[src/rtl/encounter_ctrl.sv]
// Overworld encounter initiator: counts grass steps, draws encounters from the LFSR,
// hands off to the battle block and owns the persistent player health/XP state.
module encounter_ctrl #(
   parameter int MAX_HEALTH       = 100,
   parameter int ENCOUNTER_THRESH = 40,
   parameter int MIN_STEPS        = 4,
   parameter int COOLDOWN_FRAMES  = 30,
   parameter int EVOL1_XP         = 100,
   parameter int EVOL2_XP         = 200
) (
   input  logic       clk_in,
   input  logic       rst_in,
   input  logic       frame_in,
   input  logic       step_in,
   input  logic       grass_in,
   input  logic [7:0] rand_in,
   input  logic       battle_run_in,
   input  logic [7:0] battle_health_in,
   input  logic [7:0] battle_xp_in,
   output logic       battle_start_out,
   output logic [7:0] health_out,
   output logic [7:0] xp_out,
   output logic [7:0] evol_count_out,
   output logic       in_battle_out,
   output logic       fainted_out,
   output logic [2:0] state_dbg_out,
   output logic [7:0] step_cnt_dbg_out
);

   // Handshake: battle_start_out is a level held from the encounter until the
   // RESULT cycle; battle_run_in is a level that counts as "done" only once it
   // has been seen low after start rose (WAIT_CLEAR), then high again (FIGHT).
   typedef enum logic [2:0] {
      S_IDLE       = 3'd0,
      S_WAIT_CLEAR = 3'd1,
      S_FIGHT      = 3'd2,
      S_RESULT     = 3'd3,
      S_COOLDOWN   = 3'd4
   } state_t;

   localparam logic [7:0] MAX_H   = 8'(MAX_HEALTH);
   localparam logic [7:0] ENC_T   = 8'(ENCOUNTER_THRESH);
   localparam logic [8:0] MIN_S   = 9'(MIN_STEPS);
   localparam logic [7:0] COOL_F  = 8'(COOLDOWN_FRAMES);
   localparam logic [7:0] EVOL1_T = 8'(EVOL1_XP);
   localparam logic [7:0] EVOL2_T = 8'(EVOL2_XP);

   state_t     state;
   logic [7:0] step_cnt;
   logic [7:0] frame_cnt;

   logic [8:0] step_next;
   logic       grass_step;
   logic       encounter;
   logic       faint;
   logic [7:0] xp_new;
   logic [7:0] evol_new;
   logic [7:0] evol_keep;

   assign step_next  = {1'b0, step_cnt} + 9'd1;
   assign grass_step = step_in && grass_in;
   assign encounter  = grass_step && (step_next >= MIN_S) && (rand_in < ENC_T);

   // Health above MAX_HEALTH means the battle's 8-bit subtract wrapped below zero.
   assign faint = (battle_health_in == 8'd0) || (battle_health_in > MAX_H);

   always_comb begin
      xp_new = xp_out;
      if (!faint) begin
         if (battle_xp_in >= xp_out) xp_new = battle_xp_in;
         else                        xp_new = 8'hFF;
      end
   end

   always_comb begin
      evol_new = 8'd0;
      if (xp_new >= EVOL2_T)      evol_new = 8'd2;
      else if (xp_new >= EVOL1_T) evol_new = 8'd1;
   end

   assign evol_keep = (evol_new > evol_count_out) ? evol_new : evol_count_out;

   always_ff @(posedge clk_in) begin
      if (rst_in) begin
         state            <= S_IDLE;
         step_cnt         <= 8'd0;
         frame_cnt        <= 8'd0;
         battle_start_out <= 1'b0;
         health_out       <= MAX_H;
         xp_out           <= 8'd0;
         evol_count_out   <= 8'd0;
         in_battle_out    <= 1'b0;
         fainted_out      <= 1'b0;
      end else begin
         fainted_out <= 1'b0;
         case (state)
            S_IDLE: begin
               if (encounter) begin
                  state            <= S_WAIT_CLEAR;
                  step_cnt         <= 8'd0;
                  battle_start_out <= 1'b1;
                  in_battle_out    <= 1'b1;
               end else if (grass_step && step_cnt != 8'hFF) begin
                  step_cnt <= step_cnt + 8'd1;
               end
            end
            S_WAIT_CLEAR: begin
               if (!battle_run_in) state <= S_FIGHT;
            end
            S_FIGHT: begin
               if (battle_run_in) begin
                  state         <= S_RESULT;
                  in_battle_out <= 1'b0;
               end
            end
            S_RESULT: begin
               battle_start_out <= 1'b0;
               frame_cnt        <= 8'd0;
               state            <= S_COOLDOWN;
               xp_out           <= xp_new;
               evol_count_out   <= evol_keep;
               if (faint) begin
                  health_out  <= MAX_H;
                  fainted_out <= 1'b1;
               end else begin
                  health_out <= battle_health_in;
               end
            end
            S_COOLDOWN: begin
               if (frame_in) begin
                  frame_cnt <= frame_cnt + 8'd1;
                  if (frame_cnt + 8'd1 >= COOL_F) state <= S_IDLE;
               end
            end
            default: state <= S_IDLE;
         endcase
      end
   end

   assign state_dbg_out    = state;
   assign step_cnt_dbg_out = step_cnt;

endmodule

[config.mk]
export PLATFORM = sky130hd
export DESIGN_NAME = encounter_ctrl
export DESIGN_NICKNAME = d
export VERILOG_FILES = /design/src/rtl/encounter_ctrl.sv
export SDC_FILE = /design/constraint.sdc
export NUM_CORES = 1
export LEC_CHECK = 0
export BUFFER_PORTS_ARGS = -buffer_cell sky130_fd_sc_hd__buf_2
export CORE_MARGIN = 4
export CORE_UTILIZATION = 35
export DETAILED_ROUTE_END_ITERATION = 6
export RECOVER_POWER = 25
export SLEW_MARGIN = 10
export SYNTH_ARGS = -nofsm -noshare
export SYNTH_HDL_FRONTEND = slang
export SYNTH_SLANG_ARGS = --single-unit
[constraint.sdc]
create_clock -name clk_in -period 3.8 [get_ports clk_in]
set_input_delay 0.57 -clock clk_in [delete_from_list [all_inputs] [get_ports clk_in]]
set_output_delay 0.57 -clock clk_in [all_outputs]
set_load 0.03 [all_outputs]
# --- Yosys cells after proc, flatten, opt, wreduce, memory -nomap -nowiden ---
# Cells that the tools add are included.
classes:
  magnitude_cmp: 8
  mux: 20
  bitwise_logic: 1
  reduce_logical: 18
  n_eq_ne: 10
  addsub: 3
ops:
  columns: ["cell", "n"]
  rows:
  - ["$mux 8", 6]
  - ["$add 8x1->8 const B", 2]
  - ["$pmux 8 s2", 1]
  - ["$mux 3", 5]
  - ["$pmux 3 s5", 1]
  - ["$ne 2x2->1 const B", 5]
  - ["$add 8x1->9 const B", 1]
  - ["$ge 9x3->1 const B", 1]
  - ["$ge 8x5->1 const B", 1]
  - ["$ge 8x7->1 const B", 1]
  - ["$ge 8x8->1", 1]
  - ["$ge 8x8->1 const B", 1]
  - ["$gt 8x7->1 const B", 1]
  - ["$gt 8x8->1", 1]
  - ["$logic_not 8->1", 1]
  - ["$lt 8x6->1 const B", 1]
  - ["$ne 8x8->1 const B", 1]
  - ["$reduce_and 2->1", 4]
  - ["$reduce_bool 2->1", 4]
  - ["$eq 3x2->1 const B", 2]
  - ["$reduce_and 5->1", 1]
  - ["$logic_and 1x1->1", 4]
  - ["$mux 1", 4]
  - ["$pmux 1 s2", 2]
  - ["other kinds (8)", 8]
word_totals:
  input_bits: 30
  out_inout_bits: 38
  ff_bits: 46
  word_cells: 69

# --- Longest topological paths before layout ---
# Gate-level depths: netlist (run 1).
logic_depth:
  word_depth: 8
  ltp_mapped: 14

# --- Worst setup path after synthesis (run 1) ---
# OpenSTA, ideal clock, no wires.
synth_path:
  path_kind: "input to register"
  start: "in battle_health_in[0]"
  end: "reg evol_count_out[0]"
  arrival_time_ps: 2746
  setup_ps: 79
  cell_stages: 12
  path_slack_ps: 975
  path_cell_list: "or4_4 > nor4_4 > a311oi_4 > nand2b_4 > o21ai_0 > inv_1 > ha_1 > nor2b_1 > o21ai_0 > a21oi_1 > nor2_1 > a211oi_2"
synth_between:
  elab_chain_len: 8
  elab_cells_between_ends: 10
synth_lines:
  columns: ["element", "line", "text"]
  rows:
  - ["from (decl)", "18", "input logic [7:0] battle_health_in,"]
  - ["$gt 8x7->1 or $logic_not 8->1 (tied branches)", "65", "assign faint = (battle_health_in == 8'd0) || (battle_health_in > MAX_H);"]
  - ["$logic_or 1x1->1 (*)", "65", null]
  - ["$mux 8 (*)", "69", "if (!faint) begin"]
  - ["$ge 8x7->1", "78", "else if (xp_new >= EVOL1_T) evol_new = 8'd1;"]
  - ["$mux 1", "78", null]
  - ["$mux 2 (*)", "77", "if (xp_new >= EVOL2_T) evol_new = 8'd2;"]
  - ["$gt 8x8->1", "81", "assign evol_keep = (evol_new > evol_count_out) ? evol_new : evol_count_out;"]
  - ["$reduce_and 2->1 (no source line)", null, null]
  - ["to (signal assigned)", "121", "evol_count_out <= evol_keep;"]
  - ["to (decl)", "23", "output logic [7:0] evol_count_out,"]
# Mark *: on every way between the ends. The rest lies on a longest branch, timed or not.
# A chain may end at the register's enable or synchronous reset.

# --- Final worst setup path (run 1) ---
layout_path:
  start: "reg xp_out[7]"
  end: "reg evol_count_out[0]"
layout_between:
  elab_chain_len: 8
  elab_cells_between_ends: 9
layout_lines:
  columns: ["element", "line", "text"]
  rows:
  - ["from (decl)", "22", "output logic [7:0] xp_out,"]
  - ["from (signal assigned)", "120", "xp_out <= xp_new;"]
  - ["$ge 8x8->1", "70", "if (battle_xp_in >= xp_out) xp_new = battle_xp_in;"]
  - ["$mux 8", "70", null]
  - ["$mux 8 (*)", "69", null]
  - ["$ge 8x7->1", "78", null]
  - ["$mux 1", "78", null]
  - ["$mux 2 (*)", "77", null]
  - ["$gt 8x8->1", "81", null]
  - ["$reduce_and 2->1 (no source line)", null, null]
# Marked as above.

==> results of run 1 <==
==> cells by family (layout without fill, tap and decap cells) <==
logic type,count (synthesis),in the layout,share of synthesized area
DFF,40,40,0.342
other,1,6,0.00160
AOI/OAI and AO/OA,70,70,0.229
buffers and inverters,31,79,0.0646
xor gates and xnor gates,5,5,0.0187
adders and majority gates,14,14,0.0747
muxes,4,4,0.0187
and+or+nand+nor,107,107,0.251
==> per-layer routing <==
metal / GRT usage / vias to the layer above / wire (um)
met1: 0.163 / 976 / 2430
li1: - / 1091 / -
met5: 0 / - / 0
met3: 0.0309 / 5 / 315
met2: 0.229 / 57 / 2510
met4: 0.0383 / 0 / 44
==> report_power, final <==
group | switching, mW | internal [mW]
clock network | 0.153 | 0.194
registers | 0.00212 | 0.420
logic | 0.0484 | 0.0272
total | 0.203 | 0.642
==> state kept, by name, summed over array words and instances (netlist names) <==
| register | flops |
|---|---|
| frame_cnt | 8 |
| health_out | 8 |
| step_cnt_dbg_out | 8 |
| xp_out | 8 |
| state_dbg_out | 3 |
| evol_count_out | 2 |
| battle_start_out | 1 |
| fainted_out | 1 |
| in_battle_out | 1 |
==> metrics by stage <==
step | instance area, um2 | util | cells | power, mW
3_3_place_gp | 2650 | 0.412 | 394 | 0.507
5_1_grt | 2740 | 0.426 | 402 | 0.883
2_1_floorplan | 2360 | - | 277 | 0.483
6_report | 2740 | 0.426 | 402 | 0.845
4_1_cts | 2760 | 0.429 | 402 | 0.864
3_5_place_dp | 2650 | 0.412 | 394 | 0.508
==> final cells by class <==
| type | instances | area, um2 |
|---|---|---|
| Fill cell | 671 | 3690 |
| Multi-Input combinational cell | 206 | 1410 |
| Sequential cell | 40 | 801 |
| Timing Repair Buffer | 58 | 269 |
| Tap cell | 77 | 96.3 |
| Clock buffer | 5 | 68.8 |
| Inverter | 13 | 48.8 |
| Clock inverter | 3 | 42.5 |
==> worst max path at each step <==
stage	start	end	cells after the start
detailed placement	battle_health_in[0]	evol_count_out[0]	13
finish	xp_out[7]	evol_count_out[0]	13
floorplan	battle_health_in[0]	evol_count_out[0]	12
global route	battle_health_in[0]	evol_count_out[0]	13
global placement	battle_health_in[0]	evol_count_out[0]	13
CTS	xp_out[7]	evol_count_out[0]	13
==> cell usage after synthesis (6+ instances only) <==
| library cell | count |
|---|---|
| buf_4 | 6 |
| nand2_1 | 17 |
| a211oi_1 | 10 |
| a21oi_1 | 16 |
| inv_1 | 13 |
| nor3_1 | 16 |
| nor3b_1 | 8 |
| and3_1 | 6 |
| o21ai_0 | 11 |
| dfxtp_1 | 40 |
| nor2_1 | 24 |
| nand3_1 | 14 |
| clkbuf_1 | 7 |
| ha_1 | 14 |
==> worst max-delay path: cells and delay by family (launching register included) <==
family / cells / cell delay [ns]
AO/OA/AOI/OAI: 6 / 1.42
AND/OR/NAND/NOR: 3 / 0.46
flip-flops: 1 / 0.38
buffers and inverters: 2 / 0.16
adder cells (fa/ha/maj): 2 / 0.42
==> cell usage in the layout (no fill, tap or decap), types with 2 or more instances in the layout <==
master / netlist / final
a211o_1: 2 / 2
a211oi_1: 10 / 10
a21oi_1: 16 / 16
a21oi_2: 2 / 2
a221o_1: 3 / 3
a22o_1: 3 / 3
a31oi_1: 4 / 4
and3_1: 6 / 6
buf_2: 4 / 41
clkbuf_1: 7 / 17
clkbuf_8: 0 / 5
conb_1: 1 / 6
dfxtp_1: 40 / 40
ha_1: 14 / 14
inv_1: 13 / 13
mux2_2: 3 / 3
nand2_1: 17 / 17
nand2b_1: 2 / 2
nand3_1: 14 / 14
nand3b_1: 4 / 4
nor2_1: 24 / 24
nor2b_1: 2 / 2
nor3_1: 16 / 16
nor3b_1: 8 / 8
nor4_1: 2 / 2
o21ai_0: 11 / 11
o21bai_1: 3 / 3
o311ai_0: 2 / 2
xnor2_1: 4 / 4
==> impl_metrics.toml, run 1 <==
[floorplan]
coreArea_um2 = 6420
dieArea_um2 = 8070
ios = 68
die_x_um = 89.8
initial_core_util = 0.365
rows = 29
die_h_um = 89.8

[synth]
yosysTopAreaCellShare = 0.342
synth_top_cell_by_area = "dfxtp_1"
synth_edf_count = 0
synth_area_leaders = "dfxtp_1 34%, ha_1 7.5%, nor2_1 3.8%"
synthArstFlopShare = 0
ys_types = 58
yosys_register_bits = 40
seq_area_frac_synth = 0.342
synth-main-ff-cell = "dfxtp_1"
synth_area_um2 = 2340
yosysWarnings = 0
synth.avg_cell_area_um2 = 8.62
synthCells = 272

[worst_hold_path]
holdPathStages = 2
hold_end = "health_out[4]"
hp-start = "health_out[4]"
holdCritPathClass = "reg2reg"

[clock_tree]
ctsHoldBuffers = 0
cts_root_buffer = "clkbuf_8"
cts_buffers = 5
clockBufferDepth = 2
clock_latency_ns = 0.29
cts.clk_slew.worst_paths_ns = 0.08
post_cts_buffers = 0
clock-sinks = 40
htree_num_levels = 2
cts_resized = 0
tritoncts = "done"

[power_and_ir_drop]
p_leak_nw = 1.07
ir_drop_mv = 0.134
p_per_area_nw_per_um2 = 309

[setup_path]
cp_slowest_stage_delay_ns = 0.38
crit_type = "reg2reg"
worstPathCellList = "inv_1 -> ha_1 -> and3_1 -> a221o_1 -> a31oi_4 -> o21ai_0 -> inv_1 -> ha_1 -> nor2b_1 -> o21ai_0 -> a21oi_1 -> nor2_1 -> a211oi_2"
slowest_stage = "dfxtp_1"
r2r_slack_ns = 0.88
r2r_cells = 13
arrival_ns = 3.12
reg2reg_from = "xp_out[7]"
reg2reg_to = "evol_count_out[0]"
path_max_fanout = 10
crit_path_start_kind = "flip-flop"
cp.required_ns = 4.00
end_kind = "flip-flop"

[timing]
worst_pin_slew_ns = 1.59
maxSlewHeadroom = -0.0631
finClkSkew_ns = 0.00484
setup_tns_ns = 0
layout_setup_ws_ns = 0.882
final-setup-viol-count = 0
maxSlewViolCount = 36
worst_hold_slack_ns = 0.456
post-route-min-period_ns = 2.92
period_share = 0.768
finalHoldViolCount = 0
rsz0062_at_grt = "no"
clock.fmax_mhz = 343

[grt]
grt_remaining_overflow = 0
grt_max_degree = 36
grtUsageTotal = 0.132
grt_pass1_vias = 2000
antenna_found_initial = 0
grt_pass1_wl_um = 9160

[detailed_routing]
wl_um = 5300
drt-initial-drc-count = 63
wl_per_cell_um = 13.2
drt_first_pass_iters = 4
drc = 0
num_vias = 2129
avgViaCountPerCell = 5.30
ant_nets = 0

[finish]
drive_above_1_share = 0.209
nets = 368
syn_to_final_growth_pct = 16.8
antenna_cells = 0

[status]
violations = "capacitance limit, slew limit"
run_status = "finished, violations left"

[place]
place_hpwl_um = 3920
io_buffers = 58
dpl_worst_slack_ns = 0.646
gp_congestion = 0.792

[run]
drv_cap = 1
No activity file was read; power rests on OpenSTA's default activity.
==> inputs of run 2 (changes only) <==
==> constraint.sdc (replaced) <==
create_clock -name clk_in -period 2.8 [get_ports clk_in]
set_input_delay 0.42 -clock clk_in [delete_from_list [all_inputs] [get_ports clk_in]]
set_output_delay 0.42 -clock clk_in [all_outputs]
set_load 0.03 [all_outputs]
==> run 2 against run 1 <==
Net effect: the run now ends clean; worst setup slack worse by 0.67 ns; routed wire length up 2.4%; sequential power up 36%; clock skew up 0.012 ns; worst hold slack got worse by 0.12 ns; critical endpoint is now evol_count_out[1]; largest power group unchanged.
==> impl_metrics.toml, run 2 (synthesis gave the netlist of run 1 again) <==
[setup_path]
reg2reg_to = "evol_count_out[1]"
arrival_ns = 2.81
path_max_fanout = 3
cp_slowest_stage_delay_ns = 0.37
crit_start = "xp_out[6]"
cp.required_ns = 3.02
endpoint = "evol_count_out[1]"
reg2reg_from = "xp_out[6]"
slowest_stage = "a221o_1"
r2r_cells = 13
end_kind = "flip-flop"
worstPathCellList = "inv_1 -> ha_1 -> a21o_1 -> a221o_1 -> a31oi_4 -> o21ai_1 -> inv_1 -> ha_1 -> nor2b_1 -> o21ai_0 -> a21oi_1 -> buf_4 -> a211oi_1"
crit_type = "reg2reg"
r2r_slack_ns = 0.21
crit_path_start_kind = "flip-flop"

[timing]
setup_tns_ns = 0
worst_pin_slew_ns = 0.591
layout_setup_ws_ns = 0.210
worst_hold_slack_ns = 0.339
finalHoldViolCount = 0
finClkSkew_ns = 0.0171
maxSlewHeadroom = 0.601
maxSlewViolCount = 0
post-route-min-period_ns = 2.59
rsz0062_at_grt = "no"
clock.fmax_mhz = 386
period_share = 0.925
final-setup-viol-count = 0

[detailed_routing]
wl_per_cell_um = 13.1
num_vias = 2145
wl_um = 5420
avgViaCountPerCell = 5.18
drt_first_pass_iters = 4
ant_nets = 0
drt-initial-drc-count = 68
drc = 0

[clock_tree]
clock-sinks = 40
clockBufferDepth = 2
ctsHoldBuffers = 0
tritoncts = "done"
cts_buffers = 5
cts.clk_slew.worst_paths_ns = 0.09
clock_latency_ns = 0.30
cts_root_buffer = "clkbuf_8"
htree_num_levels = 2

[finish]
syn_to_final_growth_pct = 21.1
layoutNonFillerInstCount = 414
final_common_cell = "buf_2"
antenna_cells = 0
drive_above_1_share = 0.243
nets = 380
layout_common_cells = "43 x buf_2, 40 x dfxtp_1, 24 x nor2_1, 17 x nand2_1"
n_fill_cell = 651

[grt]
grt_pass1_vias = 2089
antenna_found_initial = 0
grt_remaining_overflow = 0
grtUsageTotal = 0.134
grt_max_degree = 33
grt_pass1_wl_um = 9290

[floorplan]
initial_core_util = 0.365
die_h_um = 89.8
dieArea_um2 = 8070
die_x_um = 89.8
ios = 68
coreArea_um2 = 6420
rows = 29

[place]
io_buffers = 58
dpl_worst_slack_ns = -0.0521
gp_congestion = 0.783
post-place-cells = 406
place_hpwl_um = 4060

[status]
run_status = "finished, final reports clean"

[run]
drv_cap = 0

[worst_hold_path]
holdCritPathClass = "in2reg"

[power_and_ir_drop]
p_per_area_nw_per_um2 = 420
ir_drop_mv = 0.231
power.total_mw = 1.19
p_leak_nw = 1.14
## run 2: layout make-up
class | count | area [um2] | share of cell area
inverter | 13 | 48.8 | 0.0172
timing repair buffer | 70 | 362 | 0.127
sequential | 40 | 801 | 0.282
clock inverter | 2 | 38.8 | 0.0137
multi-input combinational | 206 | 1410 | 0.497
tap | 77 | 96.3 | 0.0339
clock buffer | 6 | 82.6 | 0.0291
## run 2: repair_timing
action                     4_1_cts  5_1_grt
setup endpoints to repair        0        2
setup buffers                    0        0
resized for setup                0        1
## run 2: worst min-delay path by stage
| stage | from | to | depth (start not counted) |
|---|---|---|---|
| after floorplan | frame_cnt[7] | frame_cnt[7] | 2 |
| after global placement | health_out[4] | health_out[4] | 2 |
| after detailed placement | health_out[3] | health_out[3] | 2 |
| after CTS | frame_in | state_dbg_out[2] | 2 |
| after global routing | frame_in | state_dbg_out[2] | 2 |
| final | frame_in | state_dbg_out[2] | 2 |
## run 2: per-layer routing
| layer | global-route usage | vias to the layer above | part of all wire |
|---|---|---|---|
| met2 | 0.227 | 59 | 0.47 |
| met3 | 0.0417 | 4 | 0.065 |
| met1 | 0.161 | 967 | 0.45 |
| met5 | 0 | - | 0 |
| met4 | 0.0485 | 0 | 0.010 |
| li1 | - | 1115 | - |
## run 2: through the flow
step | instance area [um2] | utilization
CTS | 2860 | 0.445
global route | 2840 | 0.442
finish | 2840 | 0.442
detailed placement | 2740 | 0.426
floorplan | 2360 | -
global placement | 2740 | 0.426
## run 2: critical path: cells and delay by family, from the launching register on
family	cells	cell delay [ns]
flip-flops	1	0.34
AO/OA/AOI/OAI	7	1.26
buffers and inverters	3	0.27
adder cells (fa/ha/maj)	2	0.50
AND/OR/NAND/NOR	1	0.13
## run 2: power breakdown
part	switching (mW)	internal (mW)
sequential	0.00275	0.570
clock	0.216	0.292
combinational	0.0678	0.0455
total	0.286	0.907
==> inputs of run 3 (changes only) <==
--- a/config.mk
+++ b/config.mk
@@ -5,6 +5,7 @@
 export SDC_FILE = /design/constraint.sdc
 export NUM_CORES = 1
 export LEC_CHECK = 0
+export ABC_AREA = 1
 export BUFFER_PORTS_ARGS = -buffer_cell sky130_fd_sc_hd__buf_2
 export CORE_MARGIN = 4
 export CORE_UTILIZATION = 35
==> run 3 against run 2 <==
Net effect: total power rose by 24%; sequential share of layout area fell by 1.2 points; cell count rose by 20%; via count rose by 8.4%; critical path depth rose by 2; sequential cell count did not move.
==> impl_metrics.toml, run 3 <==
[detailed_routing]
drt_first_pass_iters = 4
drt-initial-drc-count = 90
num_vias = 2326
ant_nets = 0
avgViaCountPerCell = 4.68
drc = 0
wl_per_cell_um = 11.5
wl_um = 5730

[timing]
period_share = 0.919
maxSlewViolCount = 0
worst_hold_slack_ns = 0.371
worst_pin_slew_ns = 1.24
maxSlewHeadroom = 0.173
clock.fmax_mhz = 389
post-route-min-period_ns = 2.57
finClkSkew_ns = 0.00718
final-setup-viol-count = 0
finalHoldViolCount = 0

[setup_path]
worstPathCellList = "inv_1 -> ha_1 -> nand2_1 -> nor2_1 -> nand4_1 -> nand3_4 -> nand2_1 -> nand2_1 -> nand3_1 -> nand2_1 -> nand2_1 -> ha_1 -> a211oi_4 -> o21ai_0 -> a21oi_1"
crit_start = "xp_out[6]"
cp_slowest_stage_delay_ns = 0.36
end_kind = "flip-flop"
path_max_fanout = 7
arrival_ns = 2.79
crit_type = "reg2reg"
reg2reg_from = "xp_out[6]"
crit_path_start_kind = "flip-flop"
cp.required_ns = 3.02
slowest_stage = "dfxtp_1"
path_common_cell = "nand2_1"

[synth]
synthArstFlopShare = 0
synth_top_cell_by_area = "dfxtp_1"
synth.avg_cell_area_um2 = 6.91
synth_edf_count = 0
synth.most_common_cell = "nand2_1"
seq_area_frac_synth = 0.334
synth_area_leaders = "dfxtp_1 33%, nand2_1 14%, inv_1 7.8%"
ys_types = 42
yosysTopAreaCellShare = 0.334
yosys_register_bits = 40
synth-main-ff-cell = "dfxtp_1"
synthCells = 347
synth_area_um2 = 2400
yosysWarnings = 0
synth_common_cells = "87 x nand2_1, 50 x inv_1, 40 x dfxtp_1"

[floorplan]
die_h_um = 90.8
dieArea_um2 = 8240
rows = 29
ios = 68
coreArea_um2 = 6490
initial_core_util = 0.369
die_x_um = 90.8

[grt]
grt_remaining_overflow = 0
grt_max_degree = 26
grt_pass1_wl_um = 9620
grt_pass1_vias = 2162
grtUsageTotal = 0.138
antenna_found_initial = 0

[finish]
n_fill_cell = 676
drive_above_1_share = 0.212
nets = 463
final_common_cell = "nand2_1"
layoutNonFillerInstCount = 497
multi_input_area_um2 = 1380
antenna_cells = 0
syn_to_final_growth_pct = 23.8
layout_common_cells = "85 x nand2_1, 50 x inv_1, 41 x buf_2, 39 x dfxtp_1, 30 x nor2_1"
register_area_um2 = 802

[status]
run_status = "finished, final reports clean"

[power_and_ir_drop]
ir_drop_mv = 0.192
p_seq_frac = 0.417
p_per_area_nw_per_um2 = 500
p_clk_frac = 0.324
p_leak_nw = 1.38
p_int_uw = 988
pwr-share-comb = 0.259
swShare = 0.333
p_sw_uw = 494

[place]
gp_congestion = 0.801
io_buffers = 58
place_hpwl_um = 4450
post-place-cells = 488

[clock_tree]
cts.clk_slew.worst_paths_ns = 0.08
clock-sinks = 40
cts_buffers = 5
htree_num_levels = 2
ctsHoldBuffers = 0
tritoncts = "done"
clock_latency_ns = 0.29
clockBufferDepth = 2
cts_root_buffer = "clkbuf_8"

[worst_hold_path]
holdCritPathClass = "in2reg"
hp-start = "battle_health_in[2]"

[run]
drv_cap = 0
-- run 3: area by class of cell --
class	count	area share
Multi-Input combinational cell	246	0.463
Inverter	53	0.0675
Tap cell	77	0.0325
Timing Repair Buffer	73	0.127
Clock buffer	5	0.0232
Sequential cell	40	0.270
Clock inverter	3	0.0160
-- run 3: final timing paths --
path | end | slack (ns) | cells past startpoint
setup / recovery | evol_count_out[1] | 0.23 | 15
hold / removal | health_out[2] | 0.37 | 3
setup reg to reg | evol_count_out[1] | 0.23 | 15
hold reg to reg | health_out[7] | 0.46 | 2
-- run 3: worst max-delay path: cells and delay by family, from the launching register on --
kind / cells / cell delay [ns]
buffers and inverters: 1 / 0.07
AOI/OAI and AO/OA: 3 / 0.51
DFF: 1 / 0.36
adders and majority gates: 2 / 0.58
and+or+nand+nor: 9 / 0.98
-- run 3: cell families (layout without fill, tap and decap cells) --
| logic type | after synthesis | count (layout) | share of synthesized area |
|---|---|---|---|
| simple gates | 166 | 166 | 0.313 |
| buf+inv | 66 | 134 | 0.120 |
| compound gates | 54 | 54 | 0.137 |
| flops | 40 | 40 | 0.334 |
| fa+ha+maj | 14 | 14 | 0.0731 |
| xor+xnor | 6 | 6 | 0.0219 |
| other cells | 1 | 6 | 0.00156 |
-- run 3: per-layer routing --
layer / vias to the layer above / GRT usage / part of all wire / wire (um)
li1: 1247 / - / - / -
met2: 41 / 0.227 / 0.47 / 2690
met1: 1033 / 0.182 / 0.48 / 2760
met4: 0 / 0.0395 / 0.0079 / 45
met3: 5 / 0.0275 / 0.041 / 233
met5: - / 0 / 0 / 0
-- run 3: power by group through the flow --
stage / Combinational, mW / Sequential (mW) / Clock [mW]
floorplan: 0.231 / 0.672 / 0
global placement: 0.370 / 0.631 / 0
detailed placement: 0.373 / 0.632 / 0
CTS: 0.375 / 0.618 / 0.499
global route: 0.434 / 0.624 / 0.522
finish: 0.384 / 0.618 / 0.480
-- run 3: stage by stage --
| step | power, mW | cell area (um2) | util | setup TNS [ns] | setup WS, ns |
|---|---|---|---|---|---|
| after global placement | 1.00 | 2820 | 0.434 | -0.177 | -0.0907 |
| final | 1.48 | 2970 | 0.457 | 0 | 0.226 |
| after floorplan | 0.903 | 2420 | - | 0 | 0.152 |
| after CTS | 1.49 | 2940 | 0.452 | 0 | 0.0349 |
| after global routing | 1.58 | 2970 | 0.457 | -0.0497 | -0.0385 |
| after detailed placement | 1.01 | 2820 | 0.434 | -0.165 | -0.0886 |
-- run 3: repair_timing --
action	in CTS	in global routing
gates resized for setup	0	9
setup buffers	0	1
endpoints found under the setup margin	0	2
